[src/rtl/in_debounce_pkg.sv]
`default_nettype none
// ============================================================================
//  Module   : in_debounce_pkg
//  Purpose  : Shared types and constants for the in_debounce input stage.
//  Revision : 1.0 - initial release
// ============================================================================
package in_debounce_pkg;

    // Debounce FSM state encoding (2 bits, legacy-compatible constants)
    typedef logic [1:0] state_t;

    localparam state_t IDLE_LO = 2'b00;
    localparam state_t CHK_HI  = 2'b01;
    localparam state_t IDLE_HI = 2'b10;
    localparam state_t CHK_LO  = 2'b11;

    // Default glitch counter width and its saturation value
    localparam int                    GCNT_W_DEF = 8;
    localparam logic [GCNT_W_DEF-1:0] GCNT_SAT   = '1;

endpackage : in_debounce_pkg
`default_nettype wire

[src/rtl/in_debounce_if.sv]
`default_nettype none
// ============================================================================
//  Module   : in_debounce_if
//  Purpose  : Raw pin / enable in, conditioned level, strobes and status out.
//  Revision : 1.0 - initial release
// ============================================================================
interface in_debounce_if
    import in_debounce_pkg::*;
#(
    parameter int GCNT_W = GCNT_W_DEF
);
    logic              RAW_IN;
    logic              EN;
    logic              IN;
    logic              RISE;
    logic              FALL;
    logic              BUSY;
    logic [GCNT_W-1:0] GLITCH_CNT;

    // Source side: drives the raw pin and enable, observes the clean outputs
    modport master (
        output RAW_IN, EN,
        input  IN, RISE, FALL, BUSY, GLITCH_CNT
    );

    // Debouncer side
    modport slave (
        input  RAW_IN, EN,
        output IN, RISE, FALL, BUSY, GLITCH_CNT
    );
endinterface : in_debounce_if
`default_nettype wire

[src/rtl/in_debounce_sync_chain.sv]
`default_nettype none
// ============================================================================
//  Module   : sync_chain
//  Purpose  : Multi-flop synchroniser with synchronous active-high reset.
//  Revision : 1.0 - initial release
// ============================================================================
module sync_chain #(
    parameter int STAGES = 2
) (
    input  wire logic CLK,
    input  wire logic RST,
    input  wire logic D,
    output logic      Q
);
    logic [STAGES-1:0] chain;

    // Shift the asynchronous input through STAGES flops
    always_ff @(posedge CLK) begin
        if (RST) begin
            chain <= '0;
        end else begin
            chain <= {chain[STAGES-2:0], D};
        end
    end

    assign Q = chain[STAGES-1];
endmodule : sync_chain
`default_nettype wire

[src/rtl/in_debounce.sv]
`default_nettype none
// ============================================================================
//  Module   : in_debounce
//  Purpose  : Synchronise, debounce and edge-detect a raw input pin; counts
//             rejected glitches with a saturating counter.
//  Revision : 1.0 - initial release
// ============================================================================
module in_debounce
    import in_debounce_pkg::*;
#(
    parameter int SYNC_STAGES     = 2,
    parameter int DEBOUNCE_CYCLES = 4,
    parameter int GCNT_W          = GCNT_W_DEF
) (
    input  wire logic        CLK,
    input  wire logic        RST,
    in_debounce_if.slave     bus
);
    localparam int                CNT_W      = $clog2(DEBOUNCE_CYCLES) + 1;
    localparam logic [CNT_W-1:0]  CNT_LAST   = CNT_W'(DEBOUNCE_CYCLES - 1);
    localparam logic [GCNT_W-1:0] GLITCH_MAX = '1;

    logic              s;
    state_t            state;
    state_t            state_nxt;
    logic [CNT_W-1:0]  cnt;
    logic [CNT_W-1:0]  cnt_nxt;
    logic              rise_nxt;
    logic              fall_nxt;
    logic              glitch;
    logic              level;
    logic              rise;
    logic              fall;
    logic              busy;
    logic [GCNT_W-1:0] glitch_cnt;

    sync_chain #(
        .STAGES (SYNC_STAGES)
    ) u_sync (
        .CLK (CLK),
        .RST (RST),
        .D   (bus.RAW_IN),
        .Q   (s)
    );

    // Next-state: EN low collapses any check back to its idle state without
    // counting a glitch; an abort needs EN high and s back at the old level.
    always_comb begin
        state_nxt = state;
        cnt_nxt   = cnt;
        rise_nxt  = 1'b0;
        fall_nxt  = 1'b0;
        glitch    = 1'b0;
        case (state)
            IDLE_LO: begin
                if (bus.EN && s) begin
                    state_nxt = CHK_HI;
                    cnt_nxt   = CNT_W'(1);
                end
            end
            CHK_HI: begin
                if (!bus.EN) begin
                    state_nxt = IDLE_LO;
                    cnt_nxt   = '0;
                end else if (!s) begin
                    state_nxt = IDLE_LO;
                    cnt_nxt   = '0;
                    glitch    = 1'b1;
                end else if (cnt == CNT_LAST) begin
                    state_nxt = IDLE_HI;
                    cnt_nxt   = '0;
                    rise_nxt  = 1'b1;
                end else begin
                    cnt_nxt   = cnt + 1'b1;
                end
            end
            IDLE_HI: begin
                if (bus.EN && !s) begin
                    state_nxt = CHK_LO;
                    cnt_nxt   = CNT_W'(1);
                end
            end
            CHK_LO: begin
                if (!bus.EN) begin
                    state_nxt = IDLE_HI;
                    cnt_nxt   = '0;
                end else if (s) begin
                    state_nxt = IDLE_HI;
                    cnt_nxt   = '0;
                    glitch    = 1'b1;
                end else if (cnt == CNT_LAST) begin
                    state_nxt = IDLE_LO;
                    cnt_nxt   = '0;
                    fall_nxt  = 1'b1;
                end else begin
                    cnt_nxt   = cnt + 1'b1;
                end
            end
            default: begin
                state_nxt = IDLE_LO;
                cnt_nxt   = '0;
            end
        endcase
    end

    // Register state, outputs and the saturating glitch counter
    always_ff @(posedge CLK) begin
        if (RST) begin
            state      <= IDLE_LO;
            cnt        <= '0;
            level      <= 1'b0;
            rise       <= 1'b0;
            fall       <= 1'b0;
            busy       <= 1'b0;
            glitch_cnt <= '0;
        end else begin
            state <= state_nxt;
            cnt   <= cnt_nxt;
            rise  <= rise_nxt;
            fall  <= fall_nxt;
            busy  <= (state_nxt == CHK_HI) || (state_nxt == CHK_LO);
            if (rise_nxt) begin
                level <= 1'b1;
            end else if (fall_nxt) begin
                level <= 1'b0;
            end
            if (glitch && (glitch_cnt != GLITCH_MAX)) begin
                glitch_cnt <= glitch_cnt + 1'b1;
            end
        end
    end

    assign bus.IN         = level;
    assign bus.RISE       = rise;
    assign bus.FALL       = fall;
    assign bus.BUSY       = busy;
    assign bus.GLITCH_CNT = glitch_cnt;
endmodule : in_debounce
`default_nettype wire

[src/flat_wrapper.sv]
// flat-port wrapper written by rule: the top's interface ports become plain ports
module in_debounce_flat import in_debounce_pkg::*;
#(
    parameter int SYNC_STAGES     = 2,
    parameter int DEBOUNCE_CYCLES = 4,
    parameter int GCNT_W          = GCNT_W_DEF
)
  (CLK, RST, bus_RAW_IN, bus_EN, bus_IN, bus_RISE, bus_FALL, bus_BUSY, bus_GLITCH_CNT);
  in_debounce_if #(.GCNT_W(GCNT_W)) bus_i ();
  input  wire logic CLK;
  input  wire logic RST;
  input wire logic [$bits(bus_i.RAW_IN)-1:0] bus_RAW_IN;
  input wire logic [$bits(bus_i.EN)-1:0] bus_EN;
  output wire logic [$bits(bus_i.IN)-1:0] bus_IN;
  output wire logic [$bits(bus_i.RISE)-1:0] bus_RISE;
  output wire logic [$bits(bus_i.FALL)-1:0] bus_FALL;
  output wire logic [$bits(bus_i.BUSY)-1:0] bus_BUSY;
  output wire logic [$bits(bus_i.GLITCH_CNT)-1:0] bus_GLITCH_CNT;
  assign bus_i.RAW_IN = bus_RAW_IN;
  assign bus_i.EN = bus_EN;
  assign bus_IN = bus_i.IN;
  assign bus_RISE = bus_i.RISE;
  assign bus_FALL = bus_i.FALL;
  assign bus_BUSY = bus_i.BUSY;
  assign bus_GLITCH_CNT = bus_i.GLITCH_CNT;
  in_debounce #(.SYNC_STAGES(SYNC_STAGES), .DEBOUNCE_CYCLES(DEBOUNCE_CYCLES), .GCNT_W(GCNT_W)) u_core (.CLK(CLK), .RST(RST), .bus(bus_i));
endmodule
[config.mk]
export PLATFORM = sky130hd
export DESIGN_NAME = in_debounce_flat
export DESIGN_NICKNAME = d
export VERILOG_FILES = /design/src/rtl/in_debounce_pkg.sv /design/src/rtl/in_debounce_if.sv /design/src/rtl/in_debounce_sync_chain.sv /design/src/rtl/in_debounce.sv /design/src/flat_wrapper.sv
export SDC_FILE = /design/constraint.sdc
export NUM_CORES = 1
export LEC_CHECK = 0
export ABC_AREA = 1
export BUFFER_PORTS_ARGS = -buffer_cell sky130_fd_sc_hd__buf_2
export CORE_MARGIN = 5
export CORE_UTILIZATION = 57
export DETAILED_ROUTE_END_ITERATION = 10
export PLACE_DENSITY = 0.81
export SYNTH_ARGS = -nofsm -noshare
export SYNTH_HDL_FRONTEND = slang
export SYNTH_SLANG_ARGS = --single-unit
[constraint.sdc]
create_clock -name CLK -period 3.4 [get_ports CLK]
set_clock_uncertainty 0.2 [all_clocks]
set_input_delay 0.17 -clock CLK [delete_from_list [all_inputs] [get_ports CLK]]
set_output_delay 0.17 -clock CLK [all_outputs]
set_load 0.02 [all_outputs]
==> reports/qor.yml, run 1 <==
logic_synthesis:
  synth_warnings: 0
  yosysTopAreaCellShare: 0.388
  ys_seq_area_frac: 0.388
  synth_cells: 136
  syn_nets: 142
  synthTopCellsByArea: "dfxtp_1 39%, nand2_1 14%, nor2_1 8.9%"
  synthesis.area_um2: 930
  ys_ff_latch: 18
  ys_types: 21
  yosys.area.top_type: "dfxtp_1"
  avgSynthCellArea_um2: 6.84
outcome:
  violations: "hold timing"
  status: "finished, violations left"
drt:
  drc: 0
  first_pass_iters: 4
  routed_wl_um: 2000
  ant_nets: 0
  wire_per_inst_um: 11.7
  dr.first_iter.drc_count: 28
  routed_via_density: 5.28
  via_count: 908
cts:
  cts_tree: "built"
  insertion_delay_ns: 0.30
  post-cts-setup-buffers: 0
  cts_resized: 0
  clk_path_buf_depth: 2
  h-tree-depth: 1
  postCtsHoldBufs: 2
  clk_pin_slew_worst_paths_ns: 0.10
  cts_buffers: 3
  clock-sinks: 18
  root_buffer: "clkbuf_4"
final_layout:
  drive_gt1_frac: 0.192
  stdcell_count: 172
  multi_input_area_um2: 490
  final_net_count: 163
  antenna_cells: 0
  regArea_um2: 360
  fill_cells: 140
  area_growth_pct: 15.9
pwr:
  p_comb_frac: 0.051
  p_int_w: 0.000285
  power_w: 0.000367
  switching_share: 0.223
  sequentialPowerShare: 0.586
  power_frac_clock: 0.363
  p_leak_nw: 0.477
  power.density_mw_per_mm2: 341
  vdd_ir_drop_max_mv: 0.260
  p_switching_w: 0.0000820
setup_path:
  path_cells: "ha_1 -> inv_1 -> nor2_1 -> nand2_1 -> o21ai_0 -> a21oi_1"
  critPathRequiredTime_ns: 3.39
  crit_path_start: "u_core.cnt[0]"
  path_max_fanout: 5
  cp-start-kind: "register"
  critPathMaxStageDelay_ns: 0.37
  r2r_start: "u_core.cnt[0]"
  path_class: "register to register"
  arrival_ns: 1.54
  cp_top_family: "flip-flops"
  path_buf_inv: 1
  crit_path_end_kind: "register"
  critical-path-slowest-cell: "dfxtp_1"
grt:
  grt.overflow.total: 0
  grt_busiest_layer: "met2"
  use_met3: 0.0355
  grt_pass1_vias: 818
  gr-usage-met1: 0.198
  grt_usage: 0.173
  grt_pass1_wl_um: 3460
  grt_max_degree: 15
  antenna_found_initial: 0
  use_met2: 0.312
sta:
  maxSlewViolCount: 0
  post-route-period-util: 0.456
  fin_crit_ns: 1.55
  final-setup-viol-count: 0
  worstMarginPinSlew_ns: 0.320
  max_slew_margin: 0.786
  totalNegativeSetupSlack_ns: 0
  hold_slack_ns: -0.00481
  layout_setup_ws_ns: 1.85
  max_freq_ghz: 0.645
  grt_setup_unrepaired: "no"
  finalHoldViolCount: 2
place:
  dp_hpwl_um: 1540
  gp_congestion: 0.854
  placed_cells_incl_taps: 166
  place_ws_ns: 1.88
  portBuffers: 15
floorplanning:
  dieArea_mm2: 0.00254
  die_w_um: 50.4
  dieHeight_um: 50.4
  rows: 14
  io_pins: 16
  core_area_mm2: 0.00152
  start_util: 0.610
job:
  drv_cap: 0
hold_path:
  timing.hold.worst.start: "RST"
  holdCritPathClass: "primary input to register"
-- worst register-to-register path, delay by kind of cell, from the launching register on --
kind / cells / cell delay [ns]
flops: 1 / 0.37
buf+inv: 1 / 0.06
fa+ha+maj: 1 / 0.17
compound gates: 2 / 0.27
simple gates: 2 / 0.37
-- cell type report --
cell class,count,share of cell area
multi-input cells,97,0.455
flip-flops and latches,18,0.334
repair buffers,17,0.0883
inverters,20,0.0697
clock buffers,4,0.0337
well taps,16,0.0186
-- per-layer routing --
metal | vias up | wire length [um]
li1 | 470 | -
met4 | 0 | 31
met1 | 416 | 847
met5 | - | 0
met2 | 17 | 1030
met3 | 5 | 95
-- state kept, by name (all words and copies together) (netlist names) --
register / flops
u_core.bus.BUSY: 1
u_core.bus.FALL: 1
u_core.bus.GLITCH_CNT: 8
u_core.bus.IN: 1
u_core.bus.RISE: 1
u_core.cnt: 3
u_core.state: 1
u_core.u_sync.chain: 2
-- cell usage in the layout (no fill, tap or decap), types with 3 or more instances in the layout --
cell	count
nand3_2	3
dfxtp_1	18
nand3_1	8
nand2_1	34
a21oi_1	9
o21ai_0	3
clkbuf_4	3
inv_1	17
nor2_1	22
buf_2	15
nand4_1	3
-- synth_stat cells --
cell,instances
nand3_2,3
nand3_1,8
nand2_2,2
ha_1,2
dfxtp_1,18
o22ai_1,1
nand4_1,3
nor2_4,2
o21ai_1,2
nor2_1,22
clkinv_1,1
inv_2,2
xnor2_1,1
a31oi_1,1
clkbuf_1,1
xor2_1,2
nand2_4,2
nand2_1,34
o21ai_0,3
a21oi_1,9
inv_1,17
-- through the flow --
step           hold slack [ns]  cell area (um^2)   util
6_report              -0.00481              1080  0.707
5_1_grt                0.00618              1080  0.707
4_1_cts                0.00581              1080  0.707
3_5_place_dp             0.186              1020  0.670
3_3_place_gp             0.178              1020  0.670
2_1_floorplan           0.0391               930      -
-- power groups by stage --
stage | clock (W) | combinational (W) | sequential, W
floorplan | 0 | 0.0000105 | 0.000220
global placement | 0 | 0.0000162 | 0.000220
detailed placement | 0 | 0.0000168 | 0.000220
CTS | 0.000133 | 0.0000186 | 0.000215
global route | 0.000146 | 0.0000214 | 0.000216
finish | 0.000133 | 0.0000187 | 0.000215
-- logic make-up after synthesis --
logic type | Yosys count | synth area share
xor+xnor | 3 | 0.0283
fa+ha+maj | 2 | 0.0269
buf+inv | 21 | 0.0848
compound gates | 16 | 0.0888
flops | 18 | 0.388
simple gates | 76 | 0.384
-- final timing paths --
| check | to | slack (ns) | cells after the start |
|---|---|---|---|
| worst max-delay path | u_core.state[1] | 1.85 | 6 |
| worst min-delay path | u_core.bus.GLITCH_CNT[5] | -0.005 | 2 |
| worst max register to register | u_core.state[1] | 1.85 | 6 |
| worst min register to register | u_core.u_sync.chain[1] | 0.22 | 2 |
Note: power is estimated with default switching activity, not from simulation.
==> inputs of run 2 (changes only) <==
--- a/config.mk
+++ b/config.mk
@@ -8,9 +8,9 @@
 export ABC_AREA = 1
 export BUFFER_PORTS_ARGS = -buffer_cell sky130_fd_sc_hd__buf_2
 export CORE_MARGIN = 5
-export CORE_UTILIZATION = 57
+export CORE_UTILIZATION = 53
 export DETAILED_ROUTE_END_ITERATION = 10
-export PLACE_DENSITY = 0.81
+export PLACE_DENSITY = 0.76
 export SYNTH_ARGS = -nofsm -noshare
 export SYNTH_HDL_FRONTEND = slang
 export SYNTH_SLANG_ARGS = --single-unit
==> constraint.sdc (replaced) <==
create_clock -name CLK -period 1.5 [get_ports CLK]
set_clock_uncertainty 0.2 [all_clocks]
set_input_delay 0.075 -clock CLK [delete_from_list [all_inputs] [get_ports CLK]]
set_output_delay 0.075 -clock CLK [all_outputs]
set_load 0.02 [all_outputs]
==> run 2 against run 1 <==
The run now ends clean. Sequential share of layout area down 1.1 points. Via count is 0.11% higher. Worst setup slack lost 1.8 ns. Hold slack better by 0.21 ns. Die area up 6.0%. Utilization shrank 2.8 points. First-iteration DRC count decreased by 32%. Cell area rose by 6.4%. Count of clock-buffer cells in the layout fell by 1. Total power increased by 110%. Wire length is 2.2% lower. Cell count increased by 2.9%. Critical path type is now primary input to register. Highest routed layer unchanged.
==> reports/qor.yml, run 2 (synthesized netlist as in run 1, its figures left out) <==
drt:
  wire_per_inst_um: 11.1
  drc: 0
  routed_via_density: 5.14
  ant_nets: 0
  first_pass_iters: 4
  dr.first_iter.drc_count: 19
  via_count: 909
  routed_wl_um: 1960
sta:
  max_freq_ghz: 0.706
  totalNegativeSetupSlack_ns: 0
  finalHoldViolCount: 0
  layout_setup_ws_ns: 0.0843
  final-setup-viol-count: 0
  max_slew_margin: 0.830
  fin_crit_ns: 1.42
  maxSlewViolCount: 0
  post-route-period-util: 0.944
  worstMarginPinSlew_ns: 0.255
hold_path:
  timing.hold.worst.start: "u_core.u_sync.chain[0]"
  min_to: "u_core.u_sync.chain[1]"
  holdPathStages: 2
  holdCritPathClass: "register to register"
grt:
  antenna_found_initial: 0
  grt_pass1_vias: 823
  grt_usage: 0.163
  grt_pass1_wl_um: 3350
  grt.overflow.total: 0
  grt_max_degree: 10
pwr:
  power_w: 0.000766
  power.density_mw_per_mm2: 668
  vdd_ir_drop_max_mv: 0.441
  p_leak_nw: 0.493
cts:
  root_buffer: "clkbuf_4"
  cts_buffers: 3
  post-cts-setup-buffers: 0
  insertion_delay_ns: 0.28
  clk_pin_slew_worst_paths_ns: 0.10
  h-tree-depth: 1
  cts_tree: "built"
  clk_path_buf_depth: 2
  clock-sinks: 18
setup_path:
  critPathRequiredTime_ns: 1.49
  cpMostUsedCell: "nand2_4"
  critPathMaxStageDelay_ns: 0.51
  cp-start-kind: "primary input"
  r2r_end: "u_core.bus.GLITCH_CNT[0]"
  crit_path_end_kind: "register"
  worst-r2r-cell-count: 7
  critical-path-slowest-cell: "dlygate4sd3_1"
  path_class: "primary input to register"
  arrival_ns: 1.40
  path_max_fanout: 6
  path_cells: "dlygate4sd3_1 -> buf_2 -> nand2_1 -> clkinv_1 -> nand2_4 -> nor2_4 -> nand2_4 -> o21ai_1 -> nor2_1"
  reg2reg_slack_ns: 0.11
  r2r_start: "u_core.u_sync.chain[1]"
place:
  dp_hpwl_um: 1460
  place_ws_ns: 0.0334
  post_dp_cell_area_mm2: 0.00105
  portBuffers: 15
  gp_congestion: 0.889
floorplanning:
  io_pins: 16
  start_util: 0.550
  dieHeight_um: 51.9
  core_area_mm2: 0.00169
  rows: 15
  dieArea_mm2: 0.00269
  die_w_um: 51.9
outcome:
  status: "finished clean"
final_layout:
  fill_cells: 154
  final_net_count: 168
  multi_input_area_um2: 519
  drive_gt1_frac: 0.250
  antenna_cells: 0
  layout_commonest_cell: "nand2_1"
  final_cell_mix: "34 x nand2_1, 21 x nor2_1, 16 x inv_1, 15 x buf_2, 14 x dfxtp_1"
  utilization: 0.679
  largest_reg_flops: 8
  postLayoutCellArea_mm2: 0.00115
  regArea_um2: 370
  area_growth_pct: 23.3
job:
  drv_cap: 0
[run 2: cell count changes in the layout (fill, tap and decap cells not counted), sizes merged]
cell	delta
dlygate4sd3	+2
buf	+3
clkbuf	-1
[run 2: per-layer routing]
metal,GRT usage,share of wire
met1,0.199,0.46
met2,0.272,0.50
met3,0.0372,0.039
met4,0.0699,0.0097
met5,0,0
[run 2: repair_timing]
item                                    CTS  global route
endpoints found under the hold margin     5             0
resized for setup                         0            11
endpoints found under the setup margin    0            12
hold buffers                              4             0
[run 2: critical path: cells and delay by family]
family / cells / cell delay [ns]
buf+inv: 3 / 0.74
compound gates: 1 / 0.14
simple gates: 5 / 0.44
[run 2: worst max path at each step]
stage,from,end,slack (ns),cells after the start
CTS,u_core.bus.GLITCH_CNT[0],u_core.bus.GLITCH_CNT[4],0.006,7
global placement,u_core.u_sync.chain[1],u_core.bus.GLITCH_CNT[1],0.08,7
finish,bus_EN,u_core.bus.GLITCH_CNT[0],0.08,9
detailed placement,u_core.bus.GLITCH_CNT[0],u_core.bus.GLITCH_CNT[4],0.03,7
floorplan,u_core.bus.BUSY,u_core.bus.GLITCH_CNT[0],0.05,7
global route,u_core.cnt[0],u_core.state[1],-0.0008,6
[run 2: final cells by class]
cell class,count,area share
multi-input cells,97,0.453
repair buffers,22,0.120
inverters,20,0.0655
clock buffers,3,0.0197
well taps,17,0.0186
flip-flops and latches,18,0.323
[run 2: stage by stage]
| step | hold WS (ns) | cells |
|---|---|---|
| after floorplan | -0.0559 | 136 |
| after global placement | 0.0745 | 170 |
| after detailed placement | 0.0807 | 170 |
| after CTS | 0.211 | 177 |
| after global routing | 0.257 | 177 |
| final | 0.205 | 177 |
[run 2: report_power, final]
part | leakage [nW] | switching [W] | total [W] | internal [W]
logic | 0.331 | 0.0000280 | 0.0000496 | 0.0000216
clock network | 0.0138 | 0.000139 | 0.000232 | 0.0000932
registers | 0.148 | 0.00000462 | 0.000484 | 0.000480
total | 0.493 | 0.000171 | 0.000766 | 0.000595
==> inputs of run 3 (changes only) <==
--- a/config.mk
+++ b/config.mk
@@ -5,12 +5,13 @@
 export SDC_FILE = /design/constraint.sdc
 export NUM_CORES = 1
 export LEC_CHECK = 0
-export ABC_AREA = 1
 export BUFFER_PORTS_ARGS = -buffer_cell sky130_fd_sc_hd__buf_2
+export CAP_MARGIN = 20
 export CORE_MARGIN = 5
-export CORE_UTILIZATION = 53
+export CORE_UTILIZATION = 51
 export DETAILED_ROUTE_END_ITERATION = 10
-export PLACE_DENSITY = 0.76
+export PLACE_DENSITY = 0.75
+export REMOVE_ABC_BUFFERS = 1
 export SYNTH_ARGS = -nofsm -noshare
 export SYNTH_HDL_FRONTEND = slang
 export SYNTH_SLANG_ARGS = --single-unit
==> run 3 against run 2 <==
The run now ends with hold timing, setup timing left. Wire length is 12% higher. Cell count is 20% lower. Combinational power is 19% higher. Clock power is 3% higher. Largest power group unchanged. First-iteration DRC count is 11% higher. Total power is 2.2% higher. Register-to-register slack worse by 0.26 ns. Hold slack worse by 0.22 ns. Sequential cell count stayed put. Critical path depth is 3 lower.
==> reports/qor.yml, run 3 <==
grt:
  grt_pass1_vias: 795
  grt_pass1_wl_um: 3480
  grt_busiest_layer: "met2"
  grt_usage: 0.179
  grt.overflow.total: 0
  antenna_found_initial: 0
  grt_max_degree: 19
  use_met3: 0.0275
  gr-usage-met1: 0.203
  use_met2: 0.330
drt:
  via_count: 803
  routed_via_density: 5.65
  drc: 0
  wire_per_inst_um: 15.5
  ant_nets: 0
  dr.first_iter.drc_count: 21
  routed_wl_um: 2200
  first_pass_iters: 4
final_layout:
  final_net_count: 134
  drive_gt1_frac: 0.468
  stdcell_count: 142
  antenna_cells: 0
  postLayoutCellArea_mm2: 0.00123
  fill_cells: 95
  largest_reg_flops: 8
  area_growth_pct: 59.2
  final_cell_mix: "18 x buf_4, 15 x buf_2, 12 x dfxtp_1, 7 x a21oi_1, 7 x dlygate4sd3_1"
  layout_commonest_cell: "buf_4"
setup_path:
  arrival_ns: 1.68
  critical-path-slowest-cell: "dfxtp_2"
  critPathMaxStageDelay_ns: 0.35
  path_class: "register to register"
  path_cells: "ha_4 -> nand3_4 -> o2111ai_4 -> buf_6 -> or3_1 -> a21oi_1"
  cp-start-kind: "register"
  critPathRequiredTime_ns: 1.52
  crit_path_end_kind: "register"
  path_max_fanout: 6
cts:
  clk_path_buf_depth: 2
  root_buffer: "clkbuf_4"
  cts_buffers: 3
  h-tree-depth: 1
  cts_tree: "built"
  insertion_delay_ns: 0.29
  clk_pin_slew_worst_paths_ns: 0.10
  clock-sinks: 18
logic_synthesis:
  synth_edf_count: 0
  synth.most_common_cell: "dfxtp_1"
  yosys_most_used_dff: "dfxtp_1"
  ys_ff_latch: 18
  synthTopCellsByArea: "dfxtp_1 47%, a21oi_1 6.5%, ha_1 3.2%"
  synthesis.area_um2: 772
  synth_warnings: 0
  yosys.area.top_type: "dfxtp_1"
  synth_cells: 82
  yosysTopAreaCellShare: 0.467
  ys_seq_area_frac: 0.467
  synth_commonest_cells: "18 x dfxtp_1, 10 x a21oi_1, 5 x nand3_1, 5 x o21ai_0"
  avgSynthCellArea_um2: 9.41
  ys_types: 28
  ys_async_sr_fraction: 0
job:
  drv_cap: 0
sta:
  post-route-period-util: 1.10
  fin_crit_ns: 1.65
  finalHoldViolCount: 1
  max_freq_ghz: 0.605
  layout_setup_ws_ns: -0.154
  grt_setup_unrepaired: "yes"
  max_slew_margin: 0.725
  final-setup-viol-count: 10
  worstMarginPinSlew_ns: 0.411
  maxSlewViolCount: 0
  hold_slack_ns: -0.0154
place:
  dp_hpwl_um: 1270
  placed_cells_incl_taps: 128
  gp_congestion: 0.850
  portBuffers: 15
  place_ws_ns: -0.278
  post_dp_cell_area_um2: 980
hold_path:
  holdCritPathClass: "primary input to register"
floorplanning:
  core_area_mm2: 0.00147
  rows: 14
  io_pins: 16
  dieArea_mm2: 0.00239
  start_util: 0.525
  die_w_um: 48.9
  dieHeight_um: 48.9
pwr:
  vdd_ir_drop_max_mv: 0.568
  power_w: 0.000782
  power.density_mw_per_mm2: 637
  p_leak_nw: 0.507
outcome:
  status: "finished, violations left"
  violations: "hold timing, setup timing"
## run 3: worst max-delay path, delay by kind of cell, from the launching register on
family	cells	cell delay [ns]
and+or+nand+nor	2	0.39
DFF	1	0.35
AOI/OAI and AO/OA	2	0.29
adders and majority gates	1	0.17
buffers and inverters	1	0.17
## run 3: layout make-up
type / instances / area (um^2) / area share
Tap cell: 16 / 20.0 / 0.0163
Inverter: 2 / 7.51 / 0.00611
Clock buffer: 3 / 22.5 / 0.0183
Sequential cell: 18 / 370 / 0.301
Timing Repair Buffer: 45 / 337 / 0.274
Multi-Input combinational cell: 58 / 472 / 0.384
## run 3: timing repair
| action | in CTS | in global routing |
|---|---|---|
| endpoints found under the setup margin | 10 | 15 |
| resized for setup | 14 | 17 |
| endpoints found under the hold margin | 14 | 5 |
| pin swaps | 10 | 10 |
| hold buffers | 4 | 3 |
| buffers inserted | 2 | 2 |
## run 3: cell families (layout without fill, tap and decap cells)
group                      after synthesis  count (layout)  synth area share
AOI/OAI and AO/OA                       22              22             0.175
xor gates and xnor gates                 3               3            0.0340
adders and majority gates                2               2            0.0324
buffers and inverters                    6              50            0.0486
DFF                                     18              18             0.467
muxes                                    2               2            0.0259
and+or+nand+nor                         29              29             0.217
## run 3: worst paths after layout
path / start / end / slack [ns] / cells after the start
hold reg to reg: u_core.cnt[1] / u_core.cnt[1] / 0.29 / 2
setup reg to reg: u_core.bus.GLITCH_CNT[0] / u_core.bus.GLITCH_CNT[4] / -0.15 / 6
setup / recovery: u_core.bus.GLITCH_CNT[0] / u_core.bus.GLITCH_CNT[4] / -0.15 / 6
hold / removal: bus_EN / u_core.cnt[1] / -0.02 / 4
## run 3: routing by layer
metal,vias to the layer above,routed length (um),share of wire
li1,386,-,-
met5,-,0,0
met3,5,94,0.043
met2,22,1170,0.53
met4,0,44,0.020
met1,390,891,0.40
## run 3: through the flow
step / setup TNS, ns / util
after floorplan: -2.54 / -
after global placement: -1.28 / 0.666
after detailed placement: -1.78 / 0.666
after CTS: -0.996 / 0.762
after global routing: -1.72 / 0.835
final: -0.868 / 0.835
## run 3: report_power, final
part | internal (W) | total [W] | switching, W
registers | 0.000481 | 0.000485 | 0.00000369
logic | 0.0000308 | 0.0000590 | 0.0000282
clock network | 0.0000936 | 0.000239 | 0.000145
